### config.mk
export PLATFORM = sky130hd
export DESIGN_NAME = wb_stage_pipe
export DESIGN_NICKNAME = d
export VERILOG_FILES = /design/src/rtl/wb_stage_pipe.sv
export SDC_FILE = /design/constraint.sdc
export NUM_CORES = 1
export LEC_CHECK = 0
export ABC_AREA = 0
export BUFFER_PORTS_ARGS = -buffer_cell sky130_fd_sc_hd__clkbuf_2
export CORE_MARGIN = 8
export CORE_UTILIZATION = 47
export CTS_CLUSTER_DIAMETER = 80
export DETAILED_ROUTE_END_ITERATION = 6
export MAX_ROUTING_LAYER = met4
export PLACE_DENSITY = 0.79
export RECOVER_POWER = 50
export SLEW_MARGIN = 40
export SYNTH_ARGS = -nofsm -noshare
export SYNTH_HDL_FRONTEND = slang
export SYNTH_SLANG_ARGS = --single-unit
### constraint.sdc
create_clock -name clk -period 2.5 [get_ports clk]
set_clock_uncertainty 0.05 [all_clocks]
set_input_delay 0.125 -clock clk [delete_from_list [all_inputs] [get_ports clk]]
set_output_delay 0.125 -clock clk [all_outputs]
set_load 0.03 [all_outputs]
### src/rtl/wb_stage_pipe.sv
// Registered MEM/WB writeback stage: selects ALU, extended load data or PC+4 and drives the regfile write port.
// Latency: 1 cycle from capture to regfile write / commit; optional forwarding copy (WB_FWD_EN) one cycle later.
// Backpressure: in_ready = ~v_q | ~stall; stall freezes the stage, flush kills it and overrides stall.
module wb_stage_pipe #(
   parameter int XLEN  = 64,
   parameter int RA_W  = 5,
   parameter int CNT_W = 64
) (
   input  logic             clk,
   input  logic             rst,
   input  logic             in_valid,
   output logic             in_ready,
   input  logic [1:0]       wb_sel,
   input  logic [XLEN-1:0]  alu_res,
   input  logic [XLEN-1:0]  mem_rdata,
   input  logic [2:0]       mem_off,
   input  logic [2:0]       ld_f3,
   input  logic [XLEN-1:0]  pc,
   input  logic             rd_wen,
   input  logic [RA_W-1:0]  rd_addr,
   input  logic             stall,
   input  logic             flush,
   output logic             wb_ena,
   output logic [RA_W-1:0]  wb_addr,
   output logic [XLEN-1:0]  wb_data,
   output logic             commit_valid,
   output logic [XLEN-1:0]  commit_pc,
   output logic             misalign,
   output logic [CNT_W-1:0] instret
`ifdef WB_FWD_EN
   ,
   output logic             fwd_valid,
   output logic [RA_W-1:0]  fwd_addr,
   output logic [XLEN-1:0]  fwd_data
`endif
);

   localparam int OFFW = $clog2(XLEN/8);
   localparam bit RV32 = (XLEN == 32);

   localparam logic [1:0] SEL_ALU  = 2'b00;
   localparam logic [1:0] SEL_MEM  = 2'b01;
   localparam logic [1:0] SEL_PC4  = 2'b10;
   localparam logic [1:0] SEL_NONE = 2'b11;

   localparam logic [2:0] F3_LB  = 3'b000;
   localparam logic [2:0] F3_LH  = 3'b001;
   localparam logic [2:0] F3_LW  = 3'b010;
   localparam logic [2:0] F3_LD  = 3'b011;
   localparam logic [2:0] F3_LBU = 3'b100;
   localparam logic [2:0] F3_LHU = 3'b101;
   localparam logic [2:0] F3_LWU = 3'b110;

   // Stage state
   logic             v_q, v_d;
   logic             wr_q;       // captured instruction will write rd (x0, no-write and misaligned excluded)
   logic             mis_q;
   logic [XLEN-1:0]  pc_q;
   logic [RA_W-1:0]  addr_q;     // only loaded by writing instructions, so it holds between writes
   logic [XLEN-1:0]  data_q;
   logic [CNT_W-1:0] cnt_q;      // retires completed before the current cycle

   // Capture-side decode
   logic [OFFW-1:0]  off;
   logic [XLEN-1:0]  shifted;
   logic [XLEN-1:0]  load_ext;
   logic             ld_mis;
   logic             mis_d;
   logic             wr_d;
   logic [XLEN-1:0]  data_d;
   logic             capture;
   logic             retire;
   logic             wb_ena_w;

   assign off      = mem_off[OFFW-1:0];
   assign in_ready = ~v_q | ~stall;
   assign capture  = in_valid & in_ready & ~flush;
   // An instruction sitting in WB during a flush neither writes nor retires.
   assign retire   = v_q & ~stall & ~flush;
   assign wb_ena_w = retire & wr_q;

   // Load lane extraction and sign/zero extension
   always_comb begin
      shifted  = mem_rdata >> {off, 3'b000};
      load_ext = shifted;
      case (ld_f3)
         F3_LB:   load_ext = XLEN'($signed(shifted[7:0]));
         F3_LH:   load_ext = XLEN'($signed(shifted[15:0]));
         F3_LW:   load_ext = XLEN'($signed(shifted[31:0]));
         F3_LBU:  load_ext = XLEN'(shifted[7:0]);
         F3_LHU:  load_ext = XLEN'(shifted[15:0]);
         F3_LWU:  load_ext = XLEN'(shifted[31:0]);
         default: load_ext = shifted;
      endcase
   end

   // Alignment / legality check of the load encoding
   always_comb begin
      ld_mis = 1'b1;
      case (ld_f3)
         F3_LB, F3_LBU: ld_mis = 1'b0;
         F3_LH, F3_LHU: ld_mis = off[0];
         F3_LW:         ld_mis = (off[1:0] != 2'b00);
         F3_LWU:        ld_mis = RV32 | (off[1:0] != 2'b00);
         F3_LD:         ld_mis = RV32 | (off != '0);
         default:       ld_mis = 1'b1;
      endcase
   end

   // Writeback value select and write qualification
   always_comb begin
      mis_d  = (wb_sel == SEL_MEM) & ld_mis;
      wr_d   = rd_wen & (wb_sel != SEL_NONE) & (rd_addr != '0) & ~mis_d;
      data_d = alu_res;
      case (wb_sel)
         SEL_ALU: data_d = alu_res;
         SEL_MEM: data_d = load_ext;
         SEL_PC4: data_d = pc + XLEN'(4);
         default: data_d = alu_res;
      endcase
   end

   // Valid bit: flush clears, capture sets, retire drains, stall holds
   always_comb begin
      v_d = v_q;
      if (flush)
         v_d = 1'b0;
      else if (capture)
         v_d = 1'b1;
      else if (retire)
         v_d = 1'b0;
   end

   // Stage registers
   always_ff @(posedge clk) begin
      if (rst) begin
         v_q    <= 1'b0;
         wr_q   <= 1'b0;
         mis_q  <= 1'b0;
         pc_q   <= '0;
         addr_q <= '0;
         data_q <= '0;
      end else begin
         v_q <= v_d;
         if (capture) begin
            wr_q  <= wr_d;
            mis_q <= mis_d;
            pc_q  <= pc;
            if (wr_d) begin
               addr_q <= rd_addr;
               data_q <= data_d;
            end
         end
      end
   end

   // Retired-instruction counter, wraps naturally
   always_ff @(posedge clk) begin
      if (rst)
         cnt_q <= '0;
      else
         cnt_q <= cnt_q + CNT_W'(retire);
   end

   // The count already includes an instruction retiring this cycle.
   assign instret      = cnt_q + CNT_W'(retire);
   assign wb_ena       = wb_ena_w;
   assign wb_addr      = addr_q;
   assign wb_data      = data_q;
   assign commit_valid = retire;
   assign commit_pc    = pc_q;
   assign misalign     = retire & mis_q;

`ifdef WB_FWD_EN
   logic            fwd_valid_q;
   logic [RA_W-1:0] fwd_addr_q;
   logic [XLEN-1:0] fwd_data_q;

   // One-cycle copy of the write just issued, for the ID-stage bypass
   always_ff @(posedge clk) begin
      if (rst) begin
         fwd_valid_q <= 1'b0;
         fwd_addr_q  <= '0;
         fwd_data_q  <= '0;
      end else begin
         fwd_valid_q <= wb_ena_w & ~flush;
         if (wb_ena_w) begin
            fwd_addr_q <= addr_q;
            fwd_data_q <= data_q;
         end
      end
   end

   assign fwd_valid = fwd_valid_q;
   assign fwd_addr  = fwd_addr_q;
   assign fwd_data  = fwd_data_q;
`endif

endmodule

==> results.md <==
- The cell area that synthesis handed to floorplanning was 12590 um2.
- The shortest period the worst path allows is 3.249 ns.
- The weighted congestion at the end of routability-driven global placement is 1.016.
- The analysis attributes to cell leakage a power of 8.642 nW.
- The initial core utilization is 47.23%.
- In this run the worst path has a maximum fanout of 4.
- The worst min-delay path category is in -> reg.
- The instance count of the mapped netlist is 1597.
- The flow ran to the end, but the final reports show violations.
- The buffer levels on the longest clock path is 2.
- Net switching is 35.22% of the power.
- The final routed wirelength across all metal layers is 69360 um.
- The clock sink total is 200.
- After detailed routing, the number of remaining DRC violations is 0.
- The number of nets still failing antenna checks after routing is 0.
- Of the total power, the clock network draws 37.7%.
- In this run the tool buffered the top-level ports with 411 buffer cells.
- The core box area is 26650 um2.
- Setup repair after global routing could not meet its margin everywhere.
- In the finished design, the share of the clock period the worst path needs comes to 129.9%.
- The launching element type of the critical path is a register.
- The wire-length estimate of the detail-placed layout is 43600 um.
- Timing analysis after detailed placement gives a worst setup slack of -0.09943 ns.
- The number of enable flip-flop cells after synthesis is 0.
- The kind of critical path is reg -> out.
- Max-cap violations in this run came to 0.
- During I/O placement, the number of pins put on the boundary was 412.
- The post-layout instance count excluding filler cells is 2546.
- In the global route stage, overall resource usage came out at 38.42%.
- The share of synthesized area in the top cell type comes to 31.81%.
- The met1 routing resource usage after global routing is 44.00%.
- Among all cell types in the netlist, the one instantiated most often is nand2_1.
- A synthesized cell averages 7.882 um2.
- The global routing's busiest layer is met2.
- Setup violations remaining at the end of the flow were counted as 98.
- Clock-pin slew was measured on the worst setup and hold paths at 0.11 ns.
- The H-tree generated during clock tree synthesis spans 4 levels.
- In this run, the combinational gates consume 22.1% of the power.
- Summed over all nets, the switching power comes to 2.925 mW.
- The met3 usage is 7.359%.
- The distinct cell type count of the synthesized netlist is 63.
- The clock insertion delay at the later pin of the skew report is 0.47 ns.
- Entering global routing, the biggest net connects 111 pins.
- STA classifies the critical path endpoint as a primary output.
- Data arrives at the worst endpoint at 3.07 ns.
- Measured along the y axis, the die boundary spans 179.7 um.
- The total overflow left after global routing is 0.
- The number of antenna violations at the first check in global routing is 9.
- The count of nets after finishing is 2400.
- The final reports fail on negative setup slack.
- The sequential share of power is 40.2%.
- The post-route netlist has 39.34% of its cells at a drive strength greater than 1.
- After synthesis, the most frequently instantiated cells are nand2_1 (230), dfxtp_1 (200), a21oi_1 (132).
- In this run, synthesis produced a sequential element count of 200.
- The share of the Yosys chip area taken by registers is 31.81%.
- The area enclosed by the die boundary is 32280 um2.
- The worst supply voltage drop on vdd is 0.0005753 V.
- The final-report max-slew violation count is 0.
- The clock root buffer is clkbuf_16.
- The floorplan row count is 60.
- Before antenna repair, the detailed router went through 7 iterations.
- Timing would allow up to 307.8 MHz.
- The internal power of the cells totals 5.380 mW.
- The finished cells cover 20090 um2.
- After synthesis, the cell types taking the most area are dfxtp_1 (32%), nand2_1 (6.9%), a21oi_1 (5.2%).
- The Yosys step of the flow raised 0 warnings.
- The routed layout has 16264 vias.
- The number of inserted filler cells in the final layout is 1752.
- Power spread over the standard cell area amounts to 413.4 nW/um2.
- Compared with the post-synthesis result, the final layout area differs by 59.59%.
- The first global-routing pass estimated 95160 um of wire.
- The routing usage on met2 is 64.00%.
- The TritonCTS clock tree is yes.
- After detailed routing, the number of vias per cell comes to 6.388.
- The pin slew with the least headroom to its limit is 0.8147 ns.
- The cell type with the highest aggregate area in the netlist is dfxtp_1.
- Once placement completed, the tool counted placed cells totaling 2367.
- The number of global-route vias before repair is 15651.
- The number of buffers added by the clock tree synthesis step is 17.
- The data required time at the worst endpoint is 2.33 ns.
- Measured against its own limit, the worst slew margin works out to 45.55%.
- The most used flip-flop cell after synthesis is dfxtp_1.
- After the first detailed-routing iteration, the DRC count stood at 2038.
- The worst setup slack after layout is -0.7486 ns.
- In this run the horizontal extent of the chip is 179.7 um.
- The proportion of synthesized flip-flops having asynchronous set or reset is 0%.
- The net count after synthesis is 1814.
- The placement-stage cell area is 16630 um2.
- Final hold analysis gives a worst-case slack of 0.0009841 ns.
- The wire length per cell is 27.24 um.
- The number of hold-slack violations in the final timing report came to 0.
## power groups by stage
| stage | logic (mW) | clock network, mW | registers (mW) |
|---|---|---|---|
| floorplan | 0.748 | 0 | 3.58 |
| global placement | 1.64 | 0 | 3.40 |
| detailed placement | 1.65 | 0 | 3.40 |
| CTS | 1.76 | 3.03 | 3.33 |
| global route | 1.92 | 3.22 | 3.35 |
| finish | 1.84 | 3.13 | 3.34 |
## worst paths after layout
kind / to / slack, ns / depth (start not counted) / from
worst min-delay path: wb_data[21] / 0.001 / 4 / alu_res[21]
worst max-delay path: instret[19] / -0.75 / 12 / v_q
worst max register to register: cnt_q[19] / -0.32 / 13 / v_q
worst min register to register: commit_pc[63] / 0.41 / 2 / commit_pc[63]
## sequential cells by signal (all words and copies together), names as in the netlist
signal,cells
v_q,1
wb_data,64
wb_addr,5
mis_q,1
commit_pc,64
cnt_q,64
wr_q,1
## metrics by stage
stage | util (%) | total power, mW | TNS, ns
3_5_place_dp | 62.41 | 5.055 | -0.09943
3_3_place_gp | 62.40 | 5.045 | -0.1019
2_1_floorplan | - | 4.323 | -5.789
4_1_cts | 72.44 | 8.119 | -11.85
6_report | 75.38 | 8.305 | -30.18
5_1_grt | 75.38 | 8.483 | -31.84
## critical path: stages, from the launching register on
cell	delay, ns
dfxtp_2	0.37
nor3b_4	0.27
ha_4	0.21
nand4_1	0.20
nor3_4	0.25
buf_6	0.15
buf_4	0.11
buf_6	0.11
and2_4	0.20
buf_6	0.12
nand3_4	0.12
xnor2_4	0.32
buf_8	0.17
## routing by layer
layer  vias to the layer above  share of wire [%]
met2                      1273                 47
met3                       344                9.5
met5                         -                  0
li1                       6921                  -
met4                         0                6.9
met1                      7726                 36
## logic make-up (layout without fill, tap and decap cells)
logic type      after synthesis  in the layout  share of synthesized area (%)
simple gates                697            697                          29.46
compound gates              352            352                          17.05
flops                       200            200                          31.81
buf+inv                     148            747                          4.930
xor+xnor                    104            104                          7.236
mux                          90             90                          8.925
fa+ha+maj                     6              6                         0.5963
other cells                   0              9                              0
## cell usage in the layout (no fill, tap or decap), types with 41 or more instances in the layout
cell | synthesis | final
nand3b_1 | 52 | 52
nor2b_1 | 78 | 74
nand3_1 | 69 | 44
clkbuf_2 | 0 | 349
nand4_1 | 44 | 44
dfxtp_1 | 200 | 188
o21ai_0 | 93 | 93
nand2_1 | 230 | 217
buf_8 | 0 | 46
dlygate4sd3_1 | 0 | 78
xnor2_4 | 0 | 43
buf_4 | 12 | 157
a21oi_1 | 132 | 132
mux2i_1 | 41 | 41
## final cells by class
cell class / count / area [um2] / area share (%)
inverters: 26 / 97.59 / 0.4858
clock buffers: 17 / 425.4 / 2.118
diodes: 9 / 22.52 / 0.1121
well taps: 341 / 426.7 / 2.124
flip-flops and latches: 200 / 4019 / 20.00
clock inverters: 15 / 209.0 / 1.040
repair buffers: 689 / 5211 / 25.94
multi-input cells: 1249 / 9678 / 48.18
## timing repair
item                                    in CTS  in global routing
pin swaps                                   49                 51
endpoints found under the setup margin      55                 95
resized for setup                          223                144
hold buffers                                78                  0
endpoints found under the hold margin       77                  0
buffers inserted                            24                 47
gates cloned                                 1                  0
No activity file was read; power rests on OpenSTA's default activity.
